### config.mk
export PLATFORM = sky130hd
export DESIGN_NAME = wb_arbiter2
export DESIGN_NICKNAME = d
export VERILOG_FILES = /design/src/rtl/wb_arbiter2.sv
export SDC_FILE = /design/constraint.sdc
export NUM_CORES = 1
export LEC_CHECK = 0
export BUFFER_PORTS_ARGS = -buffer_cell sky130_fd_sc_hd__buf_4
export CAP_MARGIN = 40
export CORE_AREA = 2 2 126 128
export CTS_CLUSTER_DIAMETER = 200
export CTS_CLUSTER_SIZE = 40
export DETAILED_ROUTE_END_ITERATION = 7
export DIE_AREA = 0 0 128 130
export PLACE_DENSITY = 0.46
export SLEW_MARGIN = 20
export SYNTH_ARGS = -nofsm -noshare
export SYNTH_HDL_FRONTEND = slang
export SYNTH_SLANG_ARGS = --single-unit
### constraint.sdc
create_clock -name i_clk -period 1.6 [get_ports i_clk]
set_input_delay 0.24 -clock i_clk [delete_from_list [all_inputs] [get_ports i_clk]]
set_output_delay 0.24 -clock i_clk [all_outputs]
set_load 0.02 [all_outputs]
### src/rtl/wb_arbiter2.sv
// wb_arbiter2: two-master, one-slave Wishbone classic arbiter.
// Round-robin grant held for a whole cyc tenure, with a bus watchdog
// that turns a hung slave into an err response.
// Ports:
//   i_clk, i_rst        clock, async active-high reset
//   wb_m0_* / wb_m1_*   master ports (cyc,stb,we,sel,addr,data_wr in;
//                       data_rd,ack,err out)
//   wb_s_*              shared slave port (request out, response in)
//   o_grant             registered one-hot grant {m1,m0}, 00 when idle
//   o_timeout           one-cycle pulse when the watchdog aborts
// Option: define WBARB_FIXED_PRIORITY_EN to let m0 win every tie.
module wb_arbiter2 #(
   parameter int TIMEOUT = 64
) (
   input  logic        i_clk,
   input  logic        i_rst,
   input  logic        wb_m0_cyc,
   input  logic        wb_m0_stb,
   input  logic        wb_m0_we,
   input  logic [3:0]  wb_m0_sel,
   input  logic [31:0] wb_m0_addr,
   input  logic [31:0] wb_m0_data_wr,
   output logic [31:0] wb_m0_data_rd,
   output logic        wb_m0_ack,
   output logic        wb_m0_err,
   input  logic        wb_m1_cyc,
   input  logic        wb_m1_stb,
   input  logic        wb_m1_we,
   input  logic [3:0]  wb_m1_sel,
   input  logic [31:0] wb_m1_addr,
   input  logic [31:0] wb_m1_data_wr,
   output logic [31:0] wb_m1_data_rd,
   output logic        wb_m1_ack,
   output logic        wb_m1_err,
   output logic        wb_s_cyc,
   output logic        wb_s_stb,
   output logic        wb_s_we,
   output logic [3:0]  wb_s_sel,
   output logic [31:0] wb_s_addr,
   output logic [31:0] wb_s_data_wr,
   input  logic [31:0] wb_s_data_rd,
   input  logic        wb_s_ack,
   input  logic        wb_s_err,
   output logic [1:0]  o_grant,
   output logic        o_timeout
);

   localparam int CNT_W = $clog2(TIMEOUT + 1);

   typedef enum logic [1:0] {IDLE, GNT0, GNT1} state_t;

   state_t           state;
   logic             last_grant;
   logic [CNT_W-1:0] wdog;

   logic sel0, sel1, resp, g_cyc, g_stb;
   logic req0, req1, pick1, wdog_fire;

   assign sel0 = (state == GNT0);
   assign sel1 = (state == GNT1);
   assign resp = wb_s_ack | wb_s_err;

   assign g_cyc = (sel0 & wb_m0_cyc) | (sel1 & wb_m1_cyc);
   assign g_stb = (sel0 & wb_m0_stb) | (sel1 & wb_m1_stb);

   // The master just aborted by the watchdog is still holding cyc while
   // it sees the err; keep it out of the arbitration in that cycle.
   assign req0 = wb_m0_cyc & ~(o_timeout & ~last_grant);
   assign req1 = wb_m1_cyc & ~(o_timeout & last_grant);

`ifdef WBARB_FIXED_PRIORITY_EN
   assign pick1 = req1 & ~req0;
`else
   assign pick1 = req1 & (~req0 | ~last_grant);
`endif

   assign wdog_fire = g_stb & ~resp
                    & (wdog == CNT_W'(TIMEOUT - 1));

   always_ff @(posedge i_clk or posedge i_rst) begin
      if (i_rst) begin
         state      <= IDLE;
         last_grant <= 1'b1;
         wdog       <= '0;
         o_grant    <= 2'b00;
         o_timeout  <= 1'b0;
      end else begin
         o_timeout <= 1'b0;
         unique case (state)
            IDLE: begin
               wdog <= '0;
               if (req0 | req1) begin
                  state   <= pick1 ? GNT1 : GNT0;
                  o_grant <= pick1 ? 2'b10 : 2'b01;
               end
            end
            GNT0, GNT1: begin
               if (!g_cyc || wdog_fire) begin
                  state      <= IDLE;
                  o_grant    <= 2'b00;
                  last_grant <= sel1;
                  wdog       <= '0;
                  o_timeout  <= g_cyc;
               end else if (resp || !g_stb) begin
                  wdog <= '0;
               end else begin
                  wdog <= wdog + CNT_W'(1);
               end
            end
            default: begin
               state   <= IDLE;
               o_grant <= 2'b00;
            end
         endcase
      end
   end

   always_comb begin
      wb_s_cyc     = g_cyc;
      wb_s_stb     = g_stb;
      wb_s_we      = 1'b0;
      wb_s_sel     = 4'h0;
      wb_s_addr    = 32'h0;
      wb_s_data_wr = 32'h0;
      if (sel0) begin
         wb_s_we      = wb_m0_we;
         wb_s_sel     = wb_m0_sel;
         wb_s_addr    = wb_m0_addr;
         wb_s_data_wr = wb_m0_data_wr;
      end else if (sel1) begin
         wb_s_we      = wb_m1_we;
         wb_s_sel     = wb_m1_sel;
         wb_s_addr    = wb_m1_addr;
         wb_s_data_wr = wb_m1_data_wr;
      end
   end

   // Abort err is raised in the IDLE cycle after the watchdog fires;
   // last_grant already names the aborted master there.
   assign wb_m0_ack     = sel0 & wb_s_ack;
   assign wb_m1_ack     = sel1 & wb_s_ack;
   assign wb_m0_err     = (sel0 & wb_s_err) | (o_timeout & ~last_grant);
   assign wb_m1_err     = (sel1 & wb_s_err) | (o_timeout & last_grant);
   assign wb_m0_data_rd = sel0 ? wb_s_data_rd : 32'h0;
   assign wb_m1_data_rd = sel1 ? wb_s_data_rd : 32'h0;

endmodule

==> out/metrics.yaml <==
status: "finished, violations left"
violations: "setup timing"
start_kind: "flip-flop"
final_nets: 769
dp_slack_ns: -0.152
relSlewSlack: 0.680
clock-sinks: 11
slew_viol_final: 0
wire_per_inst_um: 19.7
cellLeakagePower_nw: 3.27
first_pass_iters: 4
period_share: 1.20
grt_max_degree: 30
cts-hold-fix-buffers: 0
portBuffers: 319
drive_gt1_frac: 0.872
synth_seq_cells: 11
p_per_area_nw_per_um2: 1890
rrSetupSlack_ns: -0.30
ioPinCount: 320
cp.depth: 7
num_vias: 3297
crit_type: "reg2out"
rsz0062_at_grt: "true"
r2r_start: "state[0]"
critPathCapture: "wb_s_data_wr[22]"
ys_warn_count: 0
multi_input_area_um2: 2060
die_h_um: 130
cts_buffers: 3
nFillCells: 1507
yosysUniqueCellTypes: 39
antenna_found_initial: 1
syn-num-nets: 417
path_clk_slew_ns: 0.04
grt.overflow.total: 0
cts.path.max_buffers: 2
stdcell_count: 777
critPathTopFamily: "buffers and inverters"
p_int_w: 0.00690
ys_seq_area_frac: 0.150
grt_pass1_vias: 3049
avgSynthCellArea_um2: 7.88
power.share.clock: 0.037
seqCellArea_um2: 279
htree_levels: 1
reg2reg_depth: 8
initial_core_util: 0.120
r2r-end: "last_grant"
drtIter0Drc: 106
required_ns: 1.36
dpl.hpwl_um: 11600
viasPerCell: 4.24
crit_chain: "inv_2 -> ha_4 -> nor2b_4 -> buf_6 -> buf_12 -> a22o_1 -> buf_6"
worst_hold_path_type: "in2async"
swShare: 0.430
diodes: 0
hold_ws_ns: 0.0271
core_area_um2: 15400
routed_wl_um: 15300
timing.critical_path.mode_cell: "buf_6"
fin_crit_ns: 1.91
crit_start: "state[0]"
switching_power_w: 0.00520
ir_drop_uv: 678
worstMarginPinSlew_ns: 0.479
placedCellCount: 741
finClkSkew_ns: 0.00253
hold_violations: 0
remaining_drc_errors: 0
tns_ns: -34.31
synthCells: 234
seq_power_share: 0.031
grt_pass1_wl_um: 19400
critPathCaptureType: "output port"
cpMaxStageDelayCell: "dfrtp_2"
clockRootBuffer: "clkbuf_16"
rows: 46
combinationalPowerShare: 0.932
setup_violations: 150
drtAntennaViolNets: 0
max_stage_delay_ns: 0.43
crit_buf_inv: 4
syn2layout_area_growth_pct: 247
die_w_um: 128
die-area_um2: 16600
grtUsageTotal: 0.153
syn_area_um2: 1840
worstPathArrival_ns: 1.67
cp_max_fo: 19
insertion_delay_ns: 0.23
cts_tree: "done"
fmax_ghz: 0.523
drv_cap: 0
gp_congestion: 0.824
setup_ws_ns: -0.313
==> what timing repair did <==
item                       4_1_cts  5_1_grt
setup endpoints to repair      143      150
buffers inserted                15        8
gates cloned                     7        8
pin swaps                       11       11
resized for setup              151      101
==> worst min-delay path by stage <==
stage	cells past startpoint	endpoint
4_1_cts	2	wdog[4]
3_5_place_dp	2	wdog[4]
2_1_floorplan	1	o_timeout
6_report	2	wdog[5]
5_1_grt	2	wdog[3]
3_3_place_gp	2	wdog[3]
==> stage by stage <==
step	util	area, µm²	total power [W]
floorplan	-	2290	0.00503
CTS	0.386	5950	0.0111
finish	0.414	6390	0.0121
global placement	0.325	5010	0.00833
global route	0.414	6390	0.0126
detailed placement	0.325	5010	0.00836
==> cell usage in the layout, fill, tap and decap left out, drive strengths merged, types with 2 or more instances in the layout <==
| cell | instances |
|---|---|
| nor2 | 5 |
| nand2 | 11 |
| inv | 6 |
| nand3 | 3 |
| nor3 | 2 |
| dfrtp | 10 |
| nand2b | 2 |
| ha | 5 |
| o21ai | 6 |
| a22o | 71 |
| buf | 366 |
| clkbuf | 10 |
| o2bb2ai | 3 |
| and2 | 66 |
==> sequential cells by signal (all words and copies together), names as in the netlist <==
register	cells
state	2
wdog	7
last_grant	1
o_timeout	1
==> power groups by stage <==
stage / Combinational [W] / Sequential, W / Clock, W
final: 0.0113 / 0.000374 / 0.000448
after detailed placement: 0.00799 / 0.000371 / 0
after CTS: 0.0103 / 0.000373 / 0.000462
after global placement: 0.00795 / 0.000372 / 0
after floorplan: 0.00463 / 0.000403 / 0
after global routing: 0.0118 / 0.000380 / 0.000479
==> worst register-to-register path, stage by stage (launching register included) <==
cell     delay (ns)
dfrtp_2        0.40
inv_2          0.07
ha_4           0.16
buf_4          0.13
buf_12         0.14
a22o_4         0.25
and4b_2        0.23
o21ai_2        0.15
mux2_4         0.30
==> Yosys cell counts (all sizes together) <==
master / count / area share
nand2b: 2 / 0.0068
nand2: 11 / 0.022
nor2b: 1 / 0.0034
a21boi: 1 / 0.0041
nor4: 1 / 0.0034
nor3: 2 / 0.0054
ha: 5 / 0.034
a211o: 1 / 0.0047
dfrtp: 10 / 0.14
o2bb2ai: 3 / 0.018
o22a: 1 / 0.0047
and4b: 1 / 0.0054
a22o: 71 / 0.34
nand4: 1 / 0.012
inv: 6 / 0.012
and3: 1 / 0.0034
o21a: 1 / 0.0041
clkbuf: 17 / 0.035
and3b: 1 / 0.0047
o21bai: 1 / 0.0041
mux2: 1 / 0.0061
nand3: 3 / 0.0081
xor2: 1 / 0.0047
or3: 1 / 0.0061
buf: 8 / 0.024
dfstp: 1 / 0.014
a21oi: 1 / 0.0027
o21ai: 6 / 0.024
a22oi: 1 / 0.0068
xnor2: 1 / 0.0047
nor2: 5 / 0.010
o22ai: 1 / 0.0034
and2: 66 / 0.22
==> cell type report <==
cell class,count,area share
clock buffer,4,0.0123
inverter,6,0.00352
multi-input combinational,192,0.322
sequential,11,0.0437
tap,192,0.0376
timing repair buffer,372,0.581
==> logic make-up (layout without fill, tap and decap cells) <==
group	Yosys count	in the layout	synth area share
adders and majority gates	5	5	0.0339
muxes	1	1	0.00611
and+or+nand+nor	96	96	0.315
xor gates and xnor gates	2	2	0.00950
DFF	11	11	0.150
buffers and inverters	31	382	0.0712
AOI/OAI and AO/OA	88	88	0.415
==> layer usage <==
metal | up-vias | part of all wire | global-route usage
met5 | - | 0.00085 | 0
met3 | 4 | 0.048 | 0.0238
met1 | 1599 | 0.42 | 0.202
met4 | 2 | 0.0012 | 0.00970
li1 | 1574 | - | -
met2 | 118 | 0.53 | 0.277
Power figures use the tool's default switching activity.
